`src/rtl/reg_bank_pkg.sv`:
```
// Shared definitions for the register bank: write-port op encodings and field width.
package reg_bank_pkg;

   localparam int OP_W = 2;

   typedef enum logic [OP_W-1:0] {
      OP_LOAD  = 2'b00,
      OP_CLEAR = 2'b01,
      OP_INC   = 2'b10,
      OP_DEC   = 2'b11
   } op_t;

endpackage

```
`src/rtl/reg_bank_next.sv`:
```
// Next-value and wrap computation for one register under a write-port op.
// Used by both the write path and the optional read bypass, so they always agree.
module reg_bank_next
   import reg_bank_pkg::*;
#(
   parameter int WIDTH = 8
) (
   input  logic [WIDTH-1:0] cur,
   input  op_t              op,
   input  logic [WIDTH-1:0] data,
   output logic [WIDTH-1:0] nxt,
   output logic             wrap
);

   always_comb begin
      nxt  = cur;
      wrap = 1'b0;
      case (op)
         OP_LOAD:  nxt = data;
         OP_CLEAR: nxt = '0;
         OP_INC: begin
            nxt  = cur + WIDTH'(1);
            wrap = &cur;
         end
         OP_DEC: begin
            nxt  = cur - WIDTH'(1);
            wrap = ~|cur;
         end
         default: nxt = cur;
      endcase
   end

endmodule

```
`src/rtl/reg_bank.sv`:
```
// DEPTH x WIDTH register bank: one load/clear/inc/dec write port, two combinational read ports.
// Define REG_BANK_BYPASS_EN to forward the pending write value to a read port addressing it.
module reg_bank
   import reg_bank_pkg::*;
#(
   parameter  int WIDTH = 8,
   parameter  int DEPTH = 4,
   localparam int AW    = $clog2(DEPTH)
) (
   input  logic             CLK,
   input  logic             Reset,
   input  logic             We,
   input  logic [OP_W-1:0]  Op,
   input  logic [AW-1:0]    W_addr,
   input  logic [WIDTH-1:0] W_data,
   input  logic [AW-1:0]    Ra_addr,
   input  logic [AW-1:0]    Rb_addr,
   output logic [WIDTH-1:0] Ra_out,
   output logic [WIDTH-1:0] Rb_out,
   output logic             Wrap
);

   logic [WIDTH-1:0] regs [DEPTH];
   logic [WIDTH-1:0] cur_val;
   logic [WIDTH-1:0] nxt_val;
   logic             nxt_wrap;
   logic             w_hit;
   logic [WIDTH-1:0] ra;
   logic [WIDTH-1:0] rb;

   // Non-power-of-two DEPTH leaves unused addresses; those never write and read as zero.
   assign w_hit = We && !Reset && (int'(W_addr) < DEPTH);

   always_comb begin
      cur_val = '0;
      if (int'(W_addr) < DEPTH) cur_val = regs[W_addr];
   end

   reg_bank_next #(.WIDTH(WIDTH)) u_next (
      .cur  (cur_val),
      .op   (op_t'(Op)),
      .data (W_data),
      .nxt  (nxt_val),
      .wrap (nxt_wrap)
   );

   always_ff @(posedge CLK) begin
      if (Reset) begin
         for (int unsigned i = 0; i < DEPTH; i++) regs[i] <= '0;
         Wrap <= 1'b0;
      end else begin
         Wrap <= 1'b0;
         if (w_hit) begin
            regs[W_addr] <= nxt_val;
            Wrap         <= nxt_wrap;
         end
      end
   end

   always_comb begin
      ra = '0;
      rb = '0;
      if (int'(Ra_addr) < DEPTH) ra = regs[Ra_addr];
      if (int'(Rb_addr) < DEPTH) rb = regs[Rb_addr];
`ifdef REG_BANK_BYPASS_EN
      if (w_hit && (Ra_addr == W_addr)) ra = nxt_val;
      if (w_hit && (Rb_addr == W_addr)) rb = nxt_val;
`endif
   end

   assign Ra_out = ra;
   assign Rb_out = rb;

endmodule

```
`config.mk`:
```
export PLATFORM = sky130hd
export DESIGN_NAME = reg_bank
export DESIGN_NICKNAME = d
export VERILOG_FILES = /design/src/rtl/reg_bank_pkg.sv /design/src/rtl/reg_bank_next.sv /design/src/rtl/reg_bank.sv
export SDC_FILE = /design/constraint.sdc
export NUM_CORES = 1
export LEC_CHECK = 0
export CAP_MARGIN = 0
export CORE_MARGIN = 1
export CORE_UTILIZATION = 35
export CTS_BUF_LIST = sky130_fd_sc_hd__clkbuf_4 sky130_fd_sc_hd__clkbuf_8
export DETAILED_ROUTE_END_ITERATION = 16
export PLACE_DENSITY = 0.61
export SYNTH_ARGS = -nofsm -noshare
export SYNTH_HDL_FRONTEND = slang
export SYNTH_SLANG_ARGS = --single-unit
```
`constraint.sdc`:
```
create_clock -name CLK -period 6.2 [get_ports CLK]
set_clock_uncertainty 0.15 [all_clocks]
set_input_delay 1.24 -clock CLK [delete_from_list [all_inputs] [get_ports CLK]]
set_output_delay 1.24 -clock CLK [all_outputs]
set_load 0.05 [all_outputs]
```
==> run metrics <==
worst-margin pin slew ~0.83 ns; Sw Pwr roughly 0.21 mW; Clk Tree Root Cell clkbuf_8; CTS tree yes; ANT cells 0; routed vias between 1500 and 2000; clock power share between 30% and 40%; Die Ht ~85 µm; post-layout util 44.9%; Min Hold Slack 0.696 ns; Pleak around 1.0 nW; peak supply drop 0.000150 V; P_int between 0.4 and 0.5 mW; Final Wtd Congestion slightly above 0.8; switching part of the total 29.4%; DR vias/cell ~6; largest net degree at the start of global routing 26; Syn. warnings 0; Detail Route Antenna Nets 0; RR Startpoint regs[3][3]; hold buffer count at cts 0; Routed WL between 6000 and 7000 µm; critical path class in -> out; Peak Freq approximately 210 MHz; Finish-stage setup viols 0; CTS Sinks 33; clk buf depth 2; initial antenna violation count 0; Gate power share between 20% and 30%; Post-synth top flop edfxtp_1; initial DRC count between 150 and 200; H-tree lvl count 2; Resized cells post-CTS 0; vias in the first global route ~1800; Design Area, Final just under 0.003 mm²; Final Hold Fails 0; Syn Nets around 230; first-pass GRT wire length just under 10000 µm; clock slew at reported path FFs about 0.070 ns; EDFF count, synth 32; setup bufs post-CTS 0; TritonRoute pass-1 iters 4; crit end category primary output; ys async rst share 0%; Synth Register Bits 33; IO Pins 36; Area after DPL between 0.002 and 0.003 mm²; Power Total between 0.7 and 0.8 mW; critical path launch point Rb_addr[0]; Placeable Area between 0.006 and 0.007 mm²; HPWL Detailed around 4600 µm; Skew-Pair Late Insertion Delay around 0.28 ns; average size of a mapped cell 11.7 µm²; slack of the worst reg-to-reg path between 3 and 4 ns; CTS Buf Count 5; wire length per cell around 20 µm; Final TNS setup 0 ns; startpoint types input pin; RSZ-0062 raised after global routing no; Cells after Synth 207; Initial Utilization between 30% and 40%; number of library cell types mapped by synthesis 44; Critical Path Fanout Max 8; PortBufs 35; Min-Delay Path Class reg -> reg; share of post-route cells with drive strength above 1 around 15%; nets ~260; synthesized area ~0.0024 mm²; post-synthesis sequential area ratio around two fifths; Max Slew Vio Count 0; max-cap violations 0; worst rel slew slack 44.2%; die area between 0.007 and 0.008 mm²; status complete, no violations; Area growth, synth to finish 20.9%; chip width about 85 µm; Final Critical Period approximately 4.8 ns; grt ovf 0; Reg power frac between 30% and 40%; total track usage 17.5%; Arrival @ worst endpoint roughly 3.4 ns; Rows 29; DRC viols 0; PD cells 240 mW/mm²; Final Cycle Share roughly 77%; Crit path required time between 4 and 5 ns; hold_sp regs[0][3]
## flip-flops by register name (all words and copies together) (netlist names)
name / count
Wrap: 1
regs: 32
## synth_stat cells, types with 2 or more instances
cell type   n  share of area, %
clkbuf_1   10               1.5
nor3b_1     2              0.62
nand3_1     2              0.41
o21ai_0     6               1.2
nand4b_1    2              0.72
o311ai_1    3               1.1
xnor2_1     3               1.1
buf_6       2              0.93
o211ai_1    2              0.62
a21oi_1    16               3.3
edfxtp_1   32                40
ha_1        5               2.6
a211oi_1    2              0.62
inv_1       5              0.77
nor2_1     23               3.6
nand2_1    18               2.8
xor2_1      2              0.72
and3_1      4               1.0
nand4_1     3              0.77
nand2b_1    6               1.5
a22oi_1     2              0.62
nand3b_1    3              0.93
mux4_1      3               3.2
buf_1       2              0.31
mux4_2     21                19
a21o_1      4               1.2
nor3_1      5               1.0
or3_1       2              0.52
a211o_1     2              0.72
## power groups by stage
stage / sequential (mW) / clock (mW) / combinational, mW
5_1_grt: 0.269 / 0.251 / 0.211
3_5_place_dp: 0.272 / 0 / 0.197
6_report: 0.268 / 0.240 / 0.198
3_3_place_gp: 0.272 / 0 / 0.197
4_1_cts: 0.268 / 0.242 / 0.198
2_1_floorplan: 0.268 / 0 / 0.143
## routing by layer
layer	share of wire (%)	GRT usage, %	up-vias
met5	0	0	-
met4	1.5	4.24	0
met3	4.2	2.82	11
met2	50	29.8	71
met1	45	23.5	928
li1	-	-	868
## placed cells by master, fill, tap and decap left out, drive strengths merged, types with 3 or more instances in the layout
master / n
a21o: 4
nand4: 3
o21ai: 7
nand2: 18
ha: 5
nor3: 5
edfxtp: 32
nand2b: 6
inv: 5
xnor2: 4
nand3b: 3
clkdlybuf4s50: 35
mux4: 24
o311ai: 3
clkbuf: 5
a21oi: 16
nor2: 23
and3: 4
## cell families (layout without fill, tap and decap cells)
kind of cell	count (synthesis)	in the layout	synth area share, %
flip-flops	33	33	40.4
XOR/XNOR	6	6	2.47
adder cells (fa/ha/maj)	6	6	3.04
AND/OR/NAND/NOR	75	75	15.4
AO/OA/AOI/OAI	43	43	12.2
multiplexers	24	24	22.7
buffers and inverters	20	48	3.76
## area by class of cell
| cell class | count | area (µm²) |
|---|---|---|
| Clock inverter | 3 | 65.1 |
| Clock buffer | 5 | 68.8 |
| Timing Repair Buffer | 35 | 350 |
| Fill cell | 597 | 3600 |
| Sequential cell | 33 | 981 |
| Inverter | 5 | 18.8 |
| Multi-Input combinational cell | 154 | 1360 |
| Tap cell | 77 | 96.3 |
## worst paths after layout
check                             endpoint  depth (start not counted)
worst max-delay path             Rb_out[3]                          3
worst min register to register        Wrap                          4
worst max register to register  regs[1][5]                          7
worst min-delay path                  Wrap                          4
## worst max-delay path: stages
cell             delay (ns)
clkdlybuf4s50_1        0.84
mux4_2                 0.58
clkdlybuf4s50_1        0.73
## through the flow
stage          setup WS (ns)  std cells
6_report                1.42        312
5_1_grt                 1.31        312
4_1_cts                 1.37        312
3_5_place_dp            1.35        304
3_3_place_gp            1.36        304
2_1_floorplan           2.25        207
Power figures use the tool's default switching activity.
